<file path="config.mk">
export PLATFORM = sky130hd
export DESIGN_NAME = mgmt_gpio_bank
export DESIGN_NICKNAME = d
export VERILOG_FILES = /design/src/rtl/mgmt_gpio_bank.sv
export SDC_FILE = /design/constraint.sdc
export NUM_CORES = 1
export LEC_CHECK = 0
export BUFFER_PORTS_ARGS = -buffer_cell sky130_fd_sc_hd__clkbuf_2
export CAP_MARGIN = 10
export CORE_MARGIN = 1
export CORE_UTILIZATION = 47
export CTS_BUF_LIST = sky130_fd_sc_hd__clkbuf_4
export DETAILED_ROUTE_END_ITERATION = 8
export PLACE_DENSITY = 0.82
export SLEW_MARGIN = 0
export SYNTH_ARGS = -nofsm -noshare
export SYNTH_HDL_FRONTEND = slang
export SYNTH_SLANG_ARGS = --single-unit
</file>
<file path="constraint.sdc">
create_clock -name core_clk -period 1.29 [get_ports core_clk]
set_input_delay 0.258 -clock core_clk [delete_from_list [all_inputs] [get_ports core_clk]]
set_output_delay 0.258 -clock core_clk [all_outputs]
set_load 0.02 [all_outputs]
</file>
<file path="src/rtl/mgmt_gpio_bank.sv">
// mgmt_gpio_bank: NGPIO management GPIOs on Wishbone with set/clear, synced inputs and edge interrupts.
// Define MGMT_GPIO_BLINK_EN to add BLINK_MASK/BLINK_PERIOD (regs 8-9) hardware blinking.
module mgmt_gpio_bank #(
  parameter int NGPIO = 8,
  parameter int SYNC_STAGES = 2,
  parameter logic [NGPIO-1:0] OEB_RESET = {NGPIO{1'b1}}
) (
  input  logic             core_clk,
  input  logic             core_rst,
  input  logic             wb_cyc_i,
  input  logic             wb_stb_i,
  input  logic             wb_we_i,
  input  logic [3:0]       wb_sel_i,
  input  logic [5:0]       wb_adr_i,
  input  logic [31:0]      wb_dat_i,
  output logic [31:0]      wb_dat_o,
  output logic             wb_ack_o,
  input  logic [NGPIO-1:0] gpio_in,
  output logic [NGPIO-1:0] gpio_out,
  output logic [NGPIO-1:0] gpio_oeb,
  output logic             irq
);
  logic [NGPIO-1:0] out_r, oeb_r, mask_r, edge_r, pend_r, prev, in_s;
  logic [NGPIO-1:0] bm, wd, ev, w1c, out_bus, out_nxt;
  logic [SYNC_STAGES-1:0][NGPIO-1:0] sync_q;
  logic [31:0] lanes, rd;
  logic [3:0] a;
  logic acc, wr;
  logic unused;
  assign a = wb_adr_i[5:2];
  assign acc = wb_cyc_i & wb_stb_i & ~wb_ack_o;
  assign wr = acc & wb_we_i;
  assign lanes = {{8{wb_sel_i[3]}}, {8{wb_sel_i[2]}}, {8{wb_sel_i[1]}}, {8{wb_sel_i[0]}}};
  assign bm = lanes[NGPIO-1:0];
  assign wd = wb_dat_i[NGPIO-1:0] & bm;
  assign in_s = sync_q[SYNC_STAGES-1];
  assign ev = (edge_r & in_s & ~prev) | (~edge_r & ~in_s & prev);
  assign w1c = (wr && a == 4'd5) ? wd : '0;
  assign out_bus = !wr ? out_r :
                   a == 4'd0 ? (out_r & ~bm) | wd :
                   a == 4'd6 ? out_r | wd :
                   a == 4'd7 ? out_r & ~wd : out_r;
  assign gpio_out = out_r;
  assign gpio_oeb = oeb_r;
  assign unused = ^{wb_adr_i[1:0], wb_dat_i, lanes};
`ifdef MGMT_GPIO_BLINK_EN
  logic [NGPIO-1:0] blink_mask, out_wr;
  logic [23:0] blink_period, blink_cnt;
  logic tick;
  assign tick = blink_period != 24'd0 && blink_cnt == blink_period;
  // bits touched by a bus write this cycle win over the blink toggle
  assign out_wr = !wr ? '0 : a == 4'd0 ? bm : (a == 4'd6 || a == 4'd7) ? wd : '0;
  assign out_nxt = out_bus ^ (tick ? blink_mask & ~out_wr : '0);
  always_ff @(posedge core_clk) begin
    if (core_rst) begin
      blink_mask <= '0;
      blink_period <= '0;
      blink_cnt <= '0;
    end else begin
      if (wr && a == 4'd8) blink_mask <= (blink_mask & ~bm) | wd;
      if (wr && a == 4'd9) blink_period <= (blink_period & ~lanes[23:0]) | (wb_dat_i[23:0] & lanes[23:0]);
      blink_cnt <= ((wr && a == 4'd9) || tick || blink_period == 24'd0) ? '0 : blink_cnt + 24'd1;
    end
  end
`else
  assign out_nxt = out_bus;
`endif
  always_comb begin
    rd = '0;
    case (a)
      4'd0: rd = 32'(out_r);
      4'd1: rd = 32'(oeb_r);
      4'd2: rd = 32'(in_s);
      4'd3: rd = 32'(mask_r);
      4'd4: rd = 32'(edge_r);
      4'd5: rd = 32'(pend_r);
`ifdef MGMT_GPIO_BLINK_EN
      4'd8: rd = 32'(blink_mask);
      4'd9: rd = 32'(blink_period);
`endif
      default: rd = '0;
    endcase
  end
  always_ff @(posedge core_clk) begin
    if (core_rst) begin
      out_r <= '0;
      oeb_r <= OEB_RESET;
      mask_r <= '0;
      edge_r <= '0;
      pend_r <= '0;
      sync_q <= '0;
      prev <= '0;
      wb_ack_o <= 1'b0;
      wb_dat_o <= '0;
      irq <= 1'b0;
    end else begin
      wb_ack_o <= acc;
      wb_dat_o <= acc ? rd : '0;
      out_r <= out_nxt;
      if (wr && a == 4'd1) oeb_r <= (oeb_r & ~bm) | wd;
      if (wr && a == 4'd3) mask_r <= (mask_r & ~bm) | wd;
      if (wr && a == 4'd4) edge_r <= (edge_r & ~bm) | wd;
      pend_r <= (pend_r & ~w1c) | ev;
      irq <= |(pend_r & mask_r);
      sync_q <= {sync_q[SYNC_STAGES-2:0], gpio_in};
      prev <= in_s;
    end
  end
endmodule

</file>
## Word level (Yosys, flattened, before mapping)

Cells that the tools add are included.
Widths: inputs -> output; s select.

| cells by class | value |
|---|---|
| add/sub/neg operators | 0 |
| multiply operators | 0 |
| div/mod/pow operators | 0 |
| $lt $le $gt $ge | 0 |
| equality and inequality tests | 7 |
| shift-type cells | 0 |
| multiplexer cells | 5 |
| bitwise gates (word level) | 30 |
| reduce and logical (&&, ||, !) cells | 9 |

Operator list:

| cell | number |
|---|---|
| $and 8x8->8 | 12 |
| $or 8x8->8 | 7 |
| $not 8->8 | 6 |
| $pmux 8 s6 | 1 |
| $mux 8 | 4 |
| $eq 4x3->1 const B | 4 |
| $eq 4x2->1 const B | 2 |
| $reduce_or 8->1 | 1 |
| $eq 4x1->1 const B | 1 |
| $logic_and 1x1->1 | 4 |
| $logic_not 4->1 | 1 |
| $and 1x1->1 | 3 |
| $reduce_bool 3->1 | 1 |
| $not 1->1 | 2 |
| $reduce_and 2->1 | 1 |
| $reduce_or 2->1 | 1 |

| word-level totals | value |
|---|---|
| bits in registers | 98 |
| latch bits | 0 |
| RAM bits | 0 |
| ROM bits | 0 |
| input bits | 55 |
| output and inout bits | 50 |
| word-level logic and storage cells | 62 |
| memories kept | 0 |

## Depth between registers and ports, before layout

| depth | value |
|---|---|
| depth after elaboration | 8 |
| mapped depth | 6 |
| mapped depth without buffers | 4 |

## Least setup slack after synthesis

Ideal clock, no wire load.

| timing | value |
|---|---|
| kind | input -> register |
| start | in wb_adr_i[3] |
| end | reg with a tool-made name |
| library setup time | 0.128 ns |
| data arrival time | 1.267 ns |
| data required time | 1.162 ns |
| path slack | -0.105 ns |
| stages | 6 |
| path buffers | 2 |
| path through | buf_2 nor4bb_1 buf_2 nand3_4 mux2i_1 nor2_1 |

RTL lines:

| what | RTL line | text |
|---|---|---|
| from (decl) | 14 | `input logic [5:0] wb_adr_i,` |

==> flow_metrics.tcl <==
set metrics [dict create \
    violations "DRC, setup timing" \
    maxCapViolCount 0 \
    p_clk_share_pct 39.8 \
    start_kind "flop" \
    overflow 0 \
    cts_sinks 74 \
    drv_slew 0 \
    cts.path.max_buffers 2 \
    cts_tree "built" \
    path_max_fanout 8 \
    grt_pass1_wl_um 11940 \
    outcome "finished with violations" \
    synth_warnings 0 \
    syn2layout_area_growth_pct 19.72 \
    cts-root-buf "clkbuf_4" \
    gp_congestion 0.8366 \
    period_share_pct 108.5 \
    hold_class "input pin to flop" \
    cts_hold_buf 0 \
    rsz0062_at_grt "true" \
    num_antenna_cells 0 \
    start_util_pct 49.52 \
    num_rows 29 \
    die_w_um 84.49 \
    final_common_cell "dfxtp_1" \
    synth.distinct_cells 37 \
    switching_share_pct 24.36 \
    die-area_um2 7139 \
    critPathArrivalTime_ps 1710 \
    synth.area.top_cells "dfxtp_1 46%, mux2i_1 10%, nor2_1 5.9%" \
    die_h_um 84.49 \
    async_reset_ff_share_pct 0 \
    achievable-frequency_ghz 0.7144 \
    p_seq_share_pct 51.7 \
    ys_dominant_reg_cell "dfxtp_1" \
    vias_per_cell 5.460 \
    fin_crit_ps 1400 \
    core_region_area_um2 6459 \
    antenna_found_initial 0 \
    ys_seq_area_share_pct 46.32 \
    synth_area_um2 3198 \
    required_ps 1600 \
    clock_latency_ps 420 \
    vias 2681 \
    first_pass_iters 9 \
    ioPinCount 105 \
    fin_skew_ps 5.448 \
    p_comb_share_pct 8.5 \
    p_switching_mw 1.109 \
    critical_path_class "flop to flop" \
    setup_ws_ps -109.7 \
    synth_seq_cells 74 \
    p_int_mw 3.444 \
    grt_pass1_vias 2441 \
    route.detailed.drc 9 \
    finalSetupViolations 36 \
    final_cell_mix "66 x dfxtp_1, 49 x nor2_1, 49 x clkbuf_2" \
    grt_max_degree 73 \
    final_util_pct 59.28 \
    irDropWorstVdd_mv 0.5897 \
    wl_per_cell_um 15.22 \
    drive_above_1_share_pct 29.71 \
    clkTransAtPathRegs_ps 120 \
    drtIter0Drc 329 \
    powerDensity_nw_per_um2 1189 \
    avgSynthCellArea_um2 9.297 \
    track_usage_pct 21.65 \
    cts.htree.levels 3 \
    synthCells 344 \
    port_buffers 51 \
    synth_edf_count 0 \
    hold_viol_final 0 \
    nNetsFinal 464 \
    cts_made_buffers 9 \
    leakage_nw 1.642 \
    yosysTopAreaCellShare_pct 46.32 \
    post-dp-hpwl_um 5052 \
    wirelength_um 7472 \
    post-place-ws_ps -257.3 \
    netlist.top_cell.by_area "dfxtp_1" \
    setup.worst_path.end_class "flop" \
    ant_nets 0 \
]
## cells in the mapped netlist, types with 2 or more instances
cell type  number
a21oi_1        32
a221oi_1        7
a22oi_1         4
buf_2           4
buf_4          24
buf_6           3
clkbuf_1       10
dfxtp_1        74
inv_1           8
mux2i_1        32
nand2_1        16
nand2b_1        3
nand3_1         2
nand3_4         2
nor2_1         50
nor2b_1        25
nor3_1          8
nor3_2          2
o21ai_0         7
o22ai_1         9
o32ai_1         6
## cells by family after synthesis
group | synth area share [%]
and+or+nand+nor | 19.84
DFF | 46.32
AOI/OAI and AO/OA | 13.46
buffers and inverters | 9.546
muxes | 10.72
other | 0.1173
## through the flow
stage	hold slack, ps	area [um2]	total power, mW	instances	setup TNS (ps)
floorplan	386.2	3301	2.698	367	-1563
global placement	416.2	3531	2.758	473	-6074
detailed placement	423.7	3531	2.769	473	-7548
CTS	26.45	3745	4.558	490	-2068
global route	27.64	3829	4.735	491	-4437
finish	36.18	3829	4.553	491	-2220
## final timing paths
check	endpoint	start	slack, ps	cells past startpoint
setup / recovery	flop	wb_ack_o	-110	5
hold / removal	sync_q[5]	gpio_in[5]	40	2
setup reg to reg	flop	wb_ack_o	-110	5
hold reg to reg	in_s[4]	sync_q[4]	450	1
## power groups by stage
stage | sequential, mW | clock [mW] | combinational, mW
floorplan | 2.40 | 0 | 0.296
global placement | 2.40 | 0 | 0.355
detailed placement | 2.41 | 0 | 0.364
CTS | 2.35 | 1.83 | 0.371
global route | 2.36 | 1.95 | 0.418
finish | 2.36 | 1.81 | 0.387
## cell type report
class	count	area (um2)
fill	560	2630
tap	77	96.34
clock inverter	7	117.6
sequential	74	1491
clock buffer	9	67.56
multi-input combinational	244	1593
timing repair buffer	72	432.9
inverter	8	30.03
## critical path, stage by stage (launching register included)
cell	delay, ps
dfxtp_2	340
and4b_2	350
buf_4	140
o211ai_4	160
a21oi_1	200
o32ai_1	90
## per-layer routing
metal / up-vias / part of all wire (%) / wire (um) / track usage, %
li1: 1282 / - / - / -
met1: 1265 / 42 / 3116 / 27.22
met2: 122 / 48 / 3573 / 35.85
met3: 12 / 8.1 / 607 / 5.506
met4: 0 / 2.3 / 174 / 8.166
met5: - / 0 / 0 / 0
## repair_timing
| action | in CTS | in global routing |
|---|---|---|
| setup buffers | 0 | 1 |
| gates resized for setup | 12 | 24 |
| cloned | 1 | 0 |
| pin swaps | 2 | 7 |
| setup endpoints to repair | 47 | 56 |
Note: power is estimated with default switching activity, not from simulation.
